File: src/rtl/data_sync_pkg.sv
`timescale 1ns/1ps
`default_nettype none
// ============================================================================
//  Module   : data_sync_pkg
//  Purpose  : Shared definitions for the data_sync CDC stage and its
//             source-side sender data_sync_tx. It holds the default
//             synchronizer depth and word width, plus the sender FSM states.
//  Revision : 1.0 - initial release
// ============================================================================
package data_sync_pkg;

    // Default synchronizer depth, shared by both sides of the crossing
    localparam int c_ds_stages = 2;

    // Default data word width
    localparam int c_ds_dwidth = 8;

    // Sender handshake states; the 2-bit encoding is kept stable for legacy users
    typedef enum logic [1:0] {
        IDLE    = 2'd0,
        REQ     = 2'd1,
        ACK_LOW = 2'd2
    } ds_tx_state_t;

endpackage : data_sync_pkg
`default_nettype wire

File: src/rtl/sync_bit.sv
`timescale 1ns/1ps
`default_nettype none
// ============================================================================
//  Module   : sync_bit
//  Purpose  : STAGES-deep single-bit synchronizer with asynchronous
//             active-low reset. The chain resets to 0. Every flop carries
//             ASYNC_REG so that placement keeps the stages together.
//  Revision : 1.0 - initial release
// ============================================================================
module sync_bit #(
    parameter int STAGES = 2
) (
    input  logic clk,
    input  logic rstn,
    input  logic d,
    output logic q
);

    (* ASYNC_REG = "TRUE" *) logic [STAGES-1:0] r_sync;

    // Shift the asynchronous input through the metastability chain
    always_ff @(posedge clk or negedge rstn) begin
        if (!rstn) begin
            r_sync <= '0;
        end else begin
            r_sync <= {r_sync[STAGES-2:0], d};
        end
    end

    assign q = r_sync[STAGES-1];

endmodule : sync_bit
`default_nettype wire

File: src/rtl/data_sync_tx.sv
`timescale 1ns/1ps
`default_nettype none
// ============================================================================
//  Module   : data_sync_tx
//  Purpose  : Source-domain sender for the data_sync CDC stage. It accepts
//             words from a valid/ready producer, holds each word on dout and
//             runs a four-phase dready_o/ack_i handshake. ack_i is
//             synchronized locally, and the FSM reacts only to the
//             synchronized copy.
//  Options  : DATA_SYNC_TX_SKID_EN - adds a one-entry pending register, so
//             one word can be accepted while a handshake is in flight. That
//             word is launched straight from ACK_LOW without visiting IDLE.
//  Revision : 1.0 - initial release
// ============================================================================
module data_sync_tx
    import data_sync_pkg::*;
#(
    parameter int STAGES = c_ds_stages,
    parameter int DWIDTH = c_ds_dwidth
) (
    input  logic              clk,
    input  logic              rstn,
    input  logic [DWIDTH-1:0] in_data,
    input  logic              in_valid,
    output logic              in_ready,
    input  logic              ack_i,
    output logic [DWIDTH-1:0] dout,
    output logic              dready_o,
    output logic              busy
);

    localparam logic [1:0] c_st_idle    = IDLE;
    localparam logic [1:0] c_st_req     = REQ;
    localparam logic [1:0] c_st_ack_low = ACK_LOW;

    logic [1:0]        r_state;
    logic [DWIDTH-1:0] r_dout;
    logic              r_dready;

    logic              w_ack_s;
    logic              w_in_ready;
    logic              w_accept;
    logic              w_ack_low_exit;

    // Bring the destination acknowledge into the clk domain
    sync_bit #(
        .STAGES (STAGES)
    ) u_ack_sync (
        .clk  (clk),
        .rstn (rstn),
        .d    (ack_i),
        .q    (w_ack_s)
    );

    assign w_accept       = in_valid && w_in_ready;
    assign w_ack_low_exit = (r_state == c_st_ack_low) && !w_ack_s;

`ifdef DATA_SYNC_TX_SKID_EN

    logic              r_pend_valid;
    logic [DWIDTH-1:0] r_pend_data;
    logic              w_to_pend;

    // In IDLE the slot is always empty, so only a stale acknowledge stalls
    // the producer. In the busy states, readiness follows slot occupancy.
    assign w_in_ready = (r_state == c_st_idle) ? !w_ack_s : !r_pend_valid;

    // A word accepted while a handshake is still running parks in the slot.
    // On the ACK_LOW exit edge it is launched directly instead.
    assign w_to_pend = w_accept &&
                       ((r_state == c_st_req) ||
                        ((r_state == c_st_ack_low) && w_ack_s));

    // Pending slot: fill during a handshake, and drain on the ACK_LOW exit
    always_ff @(posedge clk or negedge rstn) begin
        if (!rstn) begin
            r_pend_valid <= 1'b0;
            r_pend_data  <= '0;
        end else if (w_ack_low_exit && r_pend_valid) begin
            r_pend_valid <= 1'b0;
        end else if (w_to_pend) begin
            r_pend_valid <= 1'b1;
            r_pend_data  <= in_data;
        end
    end

    // Handshake FSM; dout moves only on the edge that raises dready_o
    always_ff @(posedge clk or negedge rstn) begin
        if (!rstn) begin
            r_state  <= c_st_idle;
            r_dout   <= '0;
            r_dready <= 1'b0;
        end else begin
            case (r_state)
                c_st_idle: begin
                    if (w_accept) begin
                        r_dout   <= in_data;
                        r_dready <= 1'b1;
                        r_state  <= c_st_req;
                    end
                end
                c_st_req: begin
                    if (w_ack_s) begin
                        r_dready <= 1'b0;
                        r_state  <= c_st_ack_low;
                    end
                end
                c_st_ack_low: begin
                    if (!w_ack_s) begin
                        if (r_pend_valid) begin
                            r_dout   <= r_pend_data;
                            r_dready <= 1'b1;
                            r_state  <= c_st_req;
                        end else if (w_accept) begin
                            r_dout   <= in_data;
                            r_dready <= 1'b1;
                            r_state  <= c_st_req;
                        end else begin
                            r_state  <= c_st_idle;
                        end
                    end
                end
                default: begin
                    r_dready <= 1'b0;
                    r_state  <= c_st_idle;
                end
            endcase
        end
    end

`else

    // Words are taken only in IDLE, and only once any stale acknowledge has cleared
    assign w_in_ready = (r_state == c_st_idle) && !w_ack_s;

    // Handshake FSM; dout moves only on the edge that raises dready_o
    always_ff @(posedge clk or negedge rstn) begin
        if (!rstn) begin
            r_state  <= c_st_idle;
            r_dout   <= '0;
            r_dready <= 1'b0;
        end else begin
            case (r_state)
                c_st_idle: begin
                    if (w_accept) begin
                        r_dout   <= in_data;
                        r_dready <= 1'b1;
                        r_state  <= c_st_req;
                    end
                end
                c_st_req: begin
                    if (w_ack_s) begin
                        r_dready <= 1'b0;
                        r_state  <= c_st_ack_low;
                    end
                end
                c_st_ack_low: begin
                    if (w_ack_low_exit) begin
                        r_state <= c_st_idle;
                    end
                end
                default: begin
                    r_dready <= 1'b0;
                    r_state  <= c_st_idle;
                end
            endcase
        end
    end

`endif

    assign in_ready = w_in_ready;
    assign dout     = r_dout;
    assign dready_o = r_dready;
    assign busy     = (r_state != c_st_idle);

endmodule : data_sync_tx
`default_nettype wire

File: config.mk
export PLATFORM = sky130hd
export DESIGN_NAME = data_sync_tx
export DESIGN_NICKNAME = d
export VERILOG_FILES = /design/src/rtl/data_sync_pkg.sv /design/src/rtl/sync_bit.sv /design/src/rtl/data_sync_tx.sv
export SDC_FILE = /design/constraint.sdc
export NUM_CORES = 1
export LEC_CHECK = 0
export ABC_AREA = 0
export BUFFER_PORTS_ARGS = -buffer_cell sky130_fd_sc_hd__buf_2
export CAP_MARGIN = 20
export CORE_MARGIN = 2
export CORE_UTILIZATION = 35
export DETAILED_ROUTE_END_ITERATION = 10
export PLACE_DENSITY_LB_ADDON = 0.12
export REMOVE_ABC_BUFFERS = 1
export SLEW_MARGIN = 20
export SYNTH_ARGS = -nofsm -noshare
export SYNTH_HDL_FRONTEND = slang
export SYNTH_SLANG_ARGS = --single-unit
File: constraint.sdc
create_clock -name clk -period 1.8 [get_ports clk]
set_input_delay 0.27 -clock clk [delete_from_list [all_inputs] [get_ports clk]]
set_output_delay 0.27 -clock clk [all_outputs]
set_load 0.02 [all_outputs]
==> results of run 1 <==
-- state kept, by name, indices dropped and copies added, names as in the netlist --
register / cells
dout: 8
dready_o: 1
r_state: 2
u_ack_sync.r_sync: 2
-- worst max-delay path by stage --
| stage | cells past startpoint | startpoint | endpoint |
|---|---|---|---|
| after global routing | 2 | r_state[1]$_DFFE_PN0P_ | busy |
| after floorplan | 3 | r_state[1]$_DFFE_PN0P_ | dout[0]$_DFFE_PN0P_ |
| after CTS | 2 | r_state[1]$_DFFE_PN0P_ | busy |
| after global placement | 3 | r_state[1]$_DFFE_PN0P_ | dout[1]$_DFFE_PN0P_ |
| final | 2 | r_state[1]$_DFFE_PN0P_ | busy |
| after detailed placement | 3 | r_state[1]$_DFFE_PN0P_ | dout[4]$_DFFE_PN0P_ |
-- cell type report --
class / instances / area [µm²]
Clock buffer: 4 / 26.3
Fill cell: 126 / 669
Inverter: 2 / 7.51
Multi-Input combinational cell: 17 / 183
Sequential cell: 13 / 325
Tap cell: 15 / 18.8
Timing Repair Buffer: 23 / 120
-- logic make-up (layout without fill, tap and decap cells) --
| logic type | Yosys count | in the layout | synth area share |
|---|---|---|---|
| DFF | 13 | 13 | 0.618 |
| muxes | 8 | 8 | 0.228 |
| and+or+nand+nor | 6 | 6 | 0.0760 |
| buffers and inverters | 3 | 29 | 0.0356 |
| AOI/OAI and AO/OA | 2 | 2 | 0.0261 |
| xor gates and xnor gates | 1 | 1 | 0.0166 |
-- power by group through the flow --
stage	clock network [mW]	registers (mW)	logic, mW
finish	0.177	0.401	0.289
global route	0.208	0.410	0.306
CTS	0.183	0.402	0.292
detailed placement	0	0.404	0.290
global placement	0	0.399	0.286
floorplan	0	0.476	0.119
-- timing repair --
| item | in CTS | in global routing |
|---|---|---|
| hold buffers | 1 | 0 |
| gates resized for setup | 0 | 0 |
| hold endpoints to repair | 13 | 0 |
-- synth_stat cells (all sizes together) --
| cell type | count |
|---|---|
| dfrtp | 13 |
| and2 | 2 |
| nor2 | 1 |
| o32ai | 1 |
| mux2 | 8 |
| nor3 | 2 |
| buf | 1 |
| or2 | 1 |
| a21oi | 1 |
| inv | 2 |
| xor2 | 1 |
-- routing by layer --
metal	routed length, µm	up-vias	global-route usage	part of all wire
li1	-	164	-	-
met1	447	151	0.176	0.48
met2	405	17	0.152	0.43
met3	80	0	0.0383	0.086
met4	0	0	0.0750	0
met5	0	-	0	0
-- through the flow --
step	utilization	cells	instance area (µm²)	setup WS, ps
2_1_floorplan	-	32	515	281
3_3_place_gp	0.477	69	644	492
3_5_place_dp	0.477	69	644	440
4_1_cts	0.504	74	681	344
5_1_grt	0.504	74	681	292
6_report	0.504	74	681	356
==> impl_results.md, run 1 <==
- RePlAce Congestion: roughly 0.72
- Buf+Inv Stages, Crit Path: 1
- Pwr Total: roughly 0.87 mW
- Crit start category: flop
- Clock sinks: 13
- DR iter-0 viols: 4
- Worst path slowest cell: dfrtp_1
- Total GRT Usage: 0.121
- Post-synth top area cell: dfrtp_1
- Hold WS: 103 ps
- Fin. Hold Viols: 0
- Static leakage: about 0.36 nW
- Clock skew: 4.73 ps
- Psw: 0.282 mW
- Worst EP required: about 1500 ps
- Sequential share of power: 0.462
- DRC viols: 0
- Arrival @ worst endpoint: roughly 1200 ps
- Total CTS buffers: 3
- Relative slew margins: 0.813
- Clock tree root buffer cell: clkbuf_4
- Worst setup path category: flop to output port
- Die H: approximately 43 µm
- CTS Buffer Depth: 2
- Synth Instances: 33
- Sw frac: 0.325
- Clock power share: 0.205
- H-Tree Depth: 1
- Postcts setup bufs: 0
- Commonest non-fill, non-tap cells in the layout: buf_2, dfrtp_1, mux2_4
- Vias in the first global route: 344
- Slew Limit Fails: 0
- Clk_lat worst skew: 270 ps
- Ports: 23
- Slowest stage delay, CP: 440 ps
- Full die area: about 1800 µm²
- Setup-failing EPs final: 0
- P_int: 0.585 mW
- Distinct cells, synth: 13
- Peak VDD IR: 0.493 mV
- Sequential area share after synthesis: 0.618
- Share of cells above drive strength 1: 0.610
- Cells along the critical path: or2_2 > buf_2
- Crit-path max FO: 5
- Grt total ovfl: 0
- Final WL: 933 µm
- Post-DRT Antenna Nets: 0
- Total number of vias: around 330
- Final setup TNS: 0 ps
- Crit share post-route: 0.802
- Endpoint type of the worst setup path: output port
- Max Fclk: 693 MHz
- Path depth of the worst reg2reg path: 3
- I/O Buffers: 22
- DR vias/cell: 4.49
- Rows: 13
- Combinational share of power: 0.333
- Share of the synthesized area in the top cell type: 0.618
- Die W: 42.8 µm
- Synthesized cell area: 527 µm²
- Maximum Capacitance Violations: 0
- Period minus WS final: 1440 ps
- Avg Cell Area, Syn: 16.0 µm²
- P&R area growth vs syn: 29.2%
- Capturing point of the worst reg2reg path: dout[4]$_DFFE_PN0P_
- Largest net degree at the start of global routing: 14
- Worst-margin pin slew: about 280 ps
- Antenna diode count: 0
- Initial Utilization: 0.390
- Reg2reg setup slack: ~450 ps
- RSZ-0062 raised after global routing: false
- Most common cell after layout, fill and taps aside: buf_2
- Min-Delay Endpoint: u_ack_sync.r_sync[0]$_DFF_PN0_
- WHS Path Cells: 1
- Worst min-delay path category: input port to flop
- Delay-heaviest family, CP: flip-flops
- CTS tree: done
- First-pass GRT wire length: 1.57 mm
- Status: finished clean
- Top cells by area, synth: dfrtp_1, mux2_4, buf_6
- Drt first pass iters: 4
- Hold_sp: ack_i
- Flops & latches, synth: 13
- RR Startpoint: r_state[1]$_DFFE_PN0P_
- Core area: roughly 1400 µm²
- Nets: around 70
- Synth Warn #: 0
- Worst-path clk slew: around 70 ps
- Cell Pwr Density: between 1000 and 1500 nW/µm²
- Initial antenna violation count: 0
- Average wire per standard cell: 12.6 µm
(Power assumes the default switching activity.)
==> run 2: changes to the inputs <==
==> constraint.sdc (replaced) <==
create_clock -name clk -period 1.27 [get_ports clk]
set_input_delay 0.1905 -clock clk [delete_from_list [all_inputs] [get_ports clk]]
set_output_delay 0.1905 -clock clk [all_outputs]
set_load 0.02 [all_outputs]
==> impl_results.md, run 2 (synthesis results as in run 1) <==
- CTS Buffer Depth: 2
- Post-DP Area: 652 µm²
- Drt first pass iters: 4
- Relative slew margins: 0.808
- Crit share post-route: 1.06
- Core area: between 1000 and 1500 µm²
- Worst EP required: 1080 ps
- Die H: 42.8 µm
- Ports: 23
- Max reg flops: 8
- Post-DRT Antenna Nets: 0
- RSZ-0062 raised after global routing: true
- P&R area growth vs syn: 42.5%
- Static leakage: 0.392 nW
- Failing checks: setup timing
- Fillers: 116
- DR iter-0 viols: 8
- Largest net degree at the start of global routing: 14
- RePlAce Congestion: 0.735
- Final WL: slightly below 1 mm
- Grt total ovfl: 0
- Total number of vias: 383
- RR Startpoint: u_ack_sync.r_sync[1]$_DFF_PN0_
- Total CTS buffers: 3
- Commonest non-fill, non-tap cells in the layout: buf_2, dfrtp_1, mux2_4
- Initial antenna violation count: 0
- Maximum Capacitance Violations: 0
- Cell Pwr Density: between 1500 and 2000 nW/µm²
- Clock tree root buffer cell: clkbuf_4
- DR vias/cell: between 4 and 5
- Rows: 13
- Final setup TNS: -362 ps
- Nets: 79
- Worst-path clk slew: around 80 ps
- Endpoint type of the worst setup path: output port
- Period minus WS final: 1340 ps
- Hold_sp: in_data[2]
- Crit-path max FO: 2
- Pre-CTS setup slack: -69.8 ps
- CTS tree: done
- Post-DP HPWL: 672 µm
- Post-route design area: 751 µm²
- Fin. Hold Viols: 0
- Vias in the first global route: 369
- Arrival @ worst endpoint: 1150 ps
- Worst-margin pin slew: 288 ps
- Worst min-delay path category: input port to flop
- Max Fclk: about 750 MHz
- DRC viols: 0
- Initial Utilization: 0.390
- Worst setup path category: flop to output port
- Setup-failing EPs final: 9
- Die W: 42.8 µm
- Status: finished, violations left
- Full die area: 1830 µm²
- Average wire per standard cell: about 12 µm
- Peak VDD IR: 0.732 mV
- Crit start category: flop
- Final WS setup: -72.2 ps
- Clk_lat worst skew: 270 ps
- Antenna diode count: 0
- Clock skew: ~2.6 ps
- First-pass GRT wire length: 1.66 mm
- Clock sinks: 13
- Crit path launch: r_state[0]$_DFFE_PN0P_
- H-Tree Depth: 1
- Share of cells above drive strength 1: 0.636
- Total GRT Usage: 0.130
- I/O Buffers: 22
- Slew Limit Fails: 0
- Most common cell after layout, fill and taps aside: buf_2
## run 2: timing repair
item,CTS,global route
setup buffers,3,2
hold buffers,1,1
resized for setup,4,1
setup endpoints to repair,10,10
pin swaps,2,0
endpoints found under the hold margin,13,1
## run 2: metrics by stage
stage | power, mW | instances | utilization | hold slack [ps]
floorplan | 0.843 | 32 | - | -105
global placement | 0.976 | 70 | 0.483 | 77.7
detailed placement | 0.988 | 70 | 0.483 | 90.1
CTS | 1.28 | 78 | 0.536 | 11.8
global route | 1.35 | 81 | 0.556 | 120
finish | 1.27 | 81 | 0.556 | 147
## run 2: path summary, 6_finish.rpt
kind / end / slack [ps] / depth (start not counted)
min reg2reg: u_ack_sync.r_sync[1]$_DFF_PN0_ / 360 / 0
min in group asynchronous: r_state[1]$_DFFE_PN0P_ / 330 / 2
max in group asynchronous: dout[6]$_DFFE_PN0P_ / 720 / 2
min: dout[2]$_DFFE_PN0P_ / 150 / 2
max: busy / -70 / 3
max reg2reg: dout[6]$_DFFE_PN0P_ / -40 / 3
## run 2: cell type report
class / instances / area (µm²) / share of cell area
Tap cell: 15 / 18.8 / 0.0250
Multi-Input combinational cell: 17 / 185 / 0.247
Sequential cell: 13 / 325 / 0.433
Timing Repair Buffer: 30 / 188 / 0.250
Inverter: 2 / 7.51 / 0.0100
Clock buffer: 4 / 26.3 / 0.0350
## run 2: power by group
group	switching, mW	internal [mW]
Sequential	0.0541	0.507
Combinational	0.222	0.238
Clock	0.127	0.122
## run 2: worst max-delay path, cell delays in order (launching register included)
cell     delay [ps]
dfrtp_1         410
buf_6           130
or2_4           220
buf_6           130
## run 2: layer usage
metal,vias up,track usage,part of all wire
met5,-,0,0
met4,0,0.0750,0
met3,0,0.0638,0.066
met2,17,0.188,0.48
met1,189,0.156,0.46
li1,177,-,-
